`config.mk`:
```
export PLATFORM = sky130hd
export DESIGN_NAME = decade_step_monitor
export DESIGN_NICKNAME = d
export VERILOG_FILES = /design/src/rtl/decade_step_monitor.sv
export SDC_FILE = /design/constraint.sdc
export NUM_CORES = 1
export LEC_CHECK = 0
export BUFFER_PORTS_ARGS = -buffer_cell sky130_fd_sc_hd__buf_2
export CAP_MARGIN = 10
export CELL_PAD_IN_SITES_DETAIL_PLACEMENT = 0
export CELL_PAD_IN_SITES_GLOBAL_PLACEMENT = 1
export CORE_MARGIN = 1.5
export CORE_UTILIZATION = 40
export CTS_CLUSTER_DIAMETER = 200
export DETAILED_ROUTE_END_ITERATION = 12
export GPL_ROUTABILITY_DRIVEN = 0
export PLACE_DENSITY_LB_ADDON = 0.05
export SKIP_CTS_REPAIR_TIMING = 1
export SYNTH_ARGS = -nofsm -noshare
export SYNTH_HDL_FRONTEND = slang
export SYNTH_SLANG_ARGS = --single-unit
```
`constraint.sdc`:
```
create_clock -name clk -period 4.39 [get_ports clk]
set_input_delay 0 -clock clk [delete_from_list [all_inputs] [get_ports clk]]
set_output_delay 0 -clock clk [all_outputs]
set_load 0.02 [all_outputs]
```
`src/rtl/decade_step_monitor.sv`:
```
// decade_step_monitor: tracks a one-hot decade counter (Q0..Q9), encodes the
// active step to BCD, emits step/carry/restart pulses, counts completed
// decades and latches the first illegal-pattern fault until cleared.
module decade_step_monitor #(
    parameter int unsigned CNT_W = 8
) (
    input  logic             clk,
    input  logic             reset,
    input  logic [9:0]       q_in,
    input  logic             clr,
    output logic [3:0]       digit,
    output logic             locked,
    output logic             step_pulse,
    output logic             carry_pulse,
    output logic             restart_pulse,
    output logic [CNT_W-1:0] decade_count,
    output logic             err,
    output logic [1:0]       err_code
);

    typedef enum logic [1:0] {
        SYNC  = 2'd0,
        TRACK = 2'd1,
        FAULT = 2'd2
    } state_t;

    localparam logic [1:0] CODE_NONE  = 2'b00;
    localparam logic [1:0] CODE_SKIP  = 2'b01;
    localparam logic [1:0] CODE_ZERO  = 2'b10;
    localparam logic [1:0] CODE_MULTI = 2'b11;

    state_t             state, state_n;
    logic [3:0]         digit_n;
    logic               locked_n;
    logic               step_n, carry_n, restart_n;
    logic [CNT_W-1:0]   count_n;
    logic               err_n;
    logic [1:0]         code_n;

    logic [3:0]         hot_cnt;
    logic [3:0]         hot_idx;
    logic [3:0]         next_step;
    logic               is_zero, is_one;

    // Classify the sampled vector: number of hot bits and position of the hot bit
    always_comb begin
        hot_cnt = 4'd0;
        hot_idx = 4'd0;
        for (int i = 0; i < 10; i++) begin
            if (q_in[i]) begin
                hot_cnt = hot_cnt + 4'd1;
                hot_idx = 4'(i);
            end
        end
        is_zero   = (hot_cnt == 4'd0);
        is_one    = (hot_cnt == 4'd1);
        next_step = (digit == 4'd9) ? 4'd0 : digit + 4'd1;
    end

    // Next-state and next-output decode
    always_comb begin
        state_n   = state;
        digit_n   = digit;
        locked_n  = locked;
        step_n    = 1'b0;
        carry_n   = 1'b0;
        restart_n = 1'b0;
        count_n   = decade_count;
        err_n     = err;
        code_n    = err_code;

        if (clr) begin
            // Clear wins over whatever q_in carries this cycle
            state_n  = SYNC;
            digit_n  = 4'd0;
            locked_n = 1'b0;
            count_n  = '0;
            err_n    = 1'b0;
            code_n   = CODE_NONE;
        end else begin
            case (state)
                SYNC: begin
                    if (is_one) begin
                        state_n  = TRACK;
                        digit_n  = hot_idx;
                        locked_n = 1'b1;
                    end else if (!is_zero) begin
                        state_n  = FAULT;
                        locked_n = 1'b0;
                        err_n    = 1'b1;
                        code_n   = CODE_MULTI;
                    end
                end
                TRACK: begin
                    if (is_zero) begin
                        state_n  = FAULT;
                        locked_n = 1'b0;
                        err_n    = 1'b1;
                        code_n   = CODE_ZERO;
                    end else if (!is_one) begin
                        state_n  = FAULT;
                        locked_n = 1'b0;
                        err_n    = 1'b1;
                        code_n   = CODE_MULTI;
                    end else if (hot_idx == digit) begin
                        // Counter disabled: hold without pulses
                        state_n = TRACK;
                    end else if (hot_idx == next_step) begin
                        digit_n = hot_idx;
                        step_n  = 1'b1;
                        if (digit == 4'd9) begin
                            carry_n = 1'b1;
                            count_n = decade_count + CNT_W'(1);
                        end
                    end else if (hot_idx == 4'd0) begin
                        // Counter's own reset back to Q0
                        digit_n   = 4'd0;
                        restart_n = 1'b1;
                    end else begin
                        state_n  = FAULT;
                        locked_n = 1'b0;
                        err_n    = 1'b1;
                        code_n   = CODE_SKIP;
                    end
                end
                FAULT: begin
                    // Sticky: first cause kept, everything frozen until clr
                    locked_n = 1'b0;
                    err_n    = 1'b1;
                end
                default: begin
                    state_n  = SYNC;
                    digit_n  = 4'd0;
                    locked_n = 1'b0;
                end
            endcase
        end
    end

    // State and registered outputs
    always_ff @(posedge clk or negedge reset) begin
        if (!reset) begin
            state         <= SYNC;
            digit         <= 4'd0;
            locked        <= 1'b0;
            step_pulse    <= 1'b0;
            carry_pulse   <= 1'b0;
            restart_pulse <= 1'b0;
            decade_count  <= '0;
            err           <= 1'b0;
            err_code      <= CODE_NONE;
        end else begin
            state         <= state_n;
            digit         <= digit_n;
            locked        <= locked_n;
            step_pulse    <= step_n;
            carry_pulse   <= carry_n;
            restart_pulse <= restart_n;
            decade_count  <= count_n;
            err           <= err_n;
            err_code      <= code_n;
        end
    end

endmodule

```
==> impl_results.md <==
- Proportion of layout cells with a drive suffix above 1: 0.394
- Root buffer cell: clkbuf_8
- Commonest cells in the netlist: 25 x nor2_1, 24 x nand2_1, 21 x dfrtp_1, 19 x inv_1, 16 x o21ai_0
- Clock-pin slew on the worst setup and hold paths: approximately 0.080 ns
- Setup slack at placement: -1.36 ns
- CP Max Fanout: 5
- Nets@finish: 346
- Crit path capture type: register
- Highest clock rate: slightly below 200 MHz
- Detailed Routing Iterations Pass 1: 4
- Die Area: 5740 um^2
- Fillers: between 400 and 500
- Vias per cell: between 5 and 6
- Total Power: about 1.2 mW
- Num ports: 32
- Ys Warns: 0
- Drt wl/cell: between 10 and 15 um
- CTS H-tree lvls: 1
- Num CTS Buffers: 3
- Cell taking the most area after synthesis: dfrtp_1
- Master of the slowest instance on the critical path: nor4_4
- Port-buffer cells: 31
- Via Count: around 2100
- Antenna cells: 0
- Primary FF master, synth: dfrtp_1
- Setup ws final: -0.659 ns
- CP max stage delay: around 0.32 ns
- Maximum vdd drop: approximately 0.22 mV
- Synth cell types: 57
- Failing checks: negative setup slack
- Final antenna-violating net count: 0
- Most common cell in the netlist: nor2_1
- Endpoints failing hold: 0
- FF+latch count, synth: 21
- Worst Path Arrival: 5.20 ns
- Initial Util: 0.415
- Critical Path RT: 4.54 ns
- Worst slew pin tran: around 0.72 ns
- Die X: 75.8 um
- Clock skew: 0.00166 ns
- Critical Path Start Type: input pin
- Post-synth EDFFs: 0
- Setup CP Type: input pin to register
- Residual DRC count: 0
- GRT Resource Usage Total: 0.181
- Most area-consuming cells after synthesis: dfrtp_1 25%, ha_1 5.9%, xnor2_1 5.4%, nor2_1 4.4%, nand2_1 4.3%
- Power per cell area: between 300 and 400 nW/um^2
- Core ar.: 5110 um^2
- Most frequent CP cell: ha_4
- Clk buf depth: 2
- Max_slew headroom: 0.519
- Clock Latency Late Sink: 0.26 ns
- Rows: 26
- DRT Wirelength: 5.44 mm
- Fin crit share: 1.15
- First DRT Iteration DRCs: between 80 and 90
- Area share of the largest cell type after synthesis: 0.248
- Largest net degree at the start of global routing: 22
- Slew Viols, Final: 0
- Max-Cap Viols: 0
- Area taken by multi-input logic gates: ~1800 um^2
- Post-synth ARST share: 1.00
- Area Overhead vs Synth: 40.1%
- Syn avg cell area: around 8 um^2
- Post-synthesis cell area: between 2000 and 2500 um^2
- Antenna violations before repair: 0
- Mapped Cells: 260
- Final setup violating endpoints: 21
- Chip height: approximately 76 um
- Post-DP HPWL: approximately 3.9 mm
- Worst min path class: input pin to register
- FF-to-FF setup slack: about 1.5 ns
- CTS Sinks: 21
- Syn nets: 283
- TritonCTS clock tree: done
- P_leak: 1.38 nW
- Status: complete, but fails checks
- Register area: between 500 and 600 um^2
- Unrepaired setup endpoints after global routing: yes
- Register area share after synthesis: 0.248
- First-pass GRT wire length: 8.26 mm
- Minimum clock period: 5.05 ns
- Vias in the first global route: 1790
- Remaining global-route overflow: 0
## through the flow
step	area, um^2	utilization	setup TNS (ns)	hold slack, ns	cells
after floorplan	2270	-	-12.81	-0.296	260
after global placement	2650	0.518	-18.54	-0.00784	375
after detailed placement	2650	0.518	-21.45	-0.00603	375
after CTS	2690	0.527	-16.13	-0.293	379
after global routing	2970	0.581	-13.47	0.153	392
final	2970	0.581	-8.81	0.127	392
## flip-flops by register name, indices dropped and copies added (netlist names)
| register | cells |
|---|---|
| decade_count | 8 |
| digit | 4 |
| err_code | 2 |
| state | 2 |
| carry_pulse | 1 |
| err | 1 |
| locked | 1 |
| restart_pulse | 1 |
| step_pulse | 1 |
## report_power, final
part	switching, mW	internal (mW)	leakage, nW
Combinational	0.397	0.398	1.07
Clock	0.0649	0.0632	0.0255
Sequential	0.0283	0.215	0.284
## routing by layer
metal	GRT usage	vias to the layer above	routed length, um
met5	0	-	0
met4	0.00595	0	0
met3	0.0331	0	169
met2	0.292	35	2540
met1	0.267	976	2740
li1	-	1057	-
## placed cells by master (no fill, tap or decap), types with 4 or more instances in the layout
cell     instances
nand2_1         21
a21oi_1          4
buf_2           29
xor2_1           5
buf_4           37
a31oi_1          5
nor2b_1          9
nand3_1          8
xnor2_1         12
or3_1            4
nor2_1          24
inv_2            6
inv_1           13
nand4_1          4
dfrtp_1         21
ha_1             4
nor3_1           6
o21ai_0         11
mux2_4           5
ha_4             6
## worst max-delay path: cells and delay by family
family	cells	cell delay, ns
AND/OR/NAND/NOR	10	1.42
buffers and inverters	5	0.35
multiplexers	3	0.71
adder cells (fa/ha/maj)	8	1.98
AO/OA/AOI/OAI	7	0.72
## logic make-up after synthesis
logic type / after synthesis / synth area share
flip-flops: 21 / 0.248
multiplexers: 10 / 0.0514
AND/OR/NAND/NOR: 112 / 0.282
AO/OA/AOI/OAI: 49 / 0.154
XOR/XNOR: 25 / 0.140
buffers and inverters: 33 / 0.0656
adder cells (fa/ha/maj): 10 / 0.0591
## worst paths after layout
path	from	end	depth (start not counted)
max	q_in[1]	decade_count[6]	33
min	clr	decade_count[0]	2
max reg2reg	digit[2]	decade_count[6]	9
min reg2reg	decade_count[7]	decade_count[7]	2
max in group asynchronous	reset	decade_count[0]	2
min in group asynchronous	reset	decade_count[3]	2
## final cells by class
class,instances,area share
Clock buffer,3,0.0139
Sequential cell,21,0.177
Multi-Input combinational cell,207,0.591
Timing Repair Buffer,71,0.162
Tap cell,70,0.0295
Inverter,19,0.0240
Clock inverter,1,0.00169
Note: power is estimated with default switching activity, not from simulation.
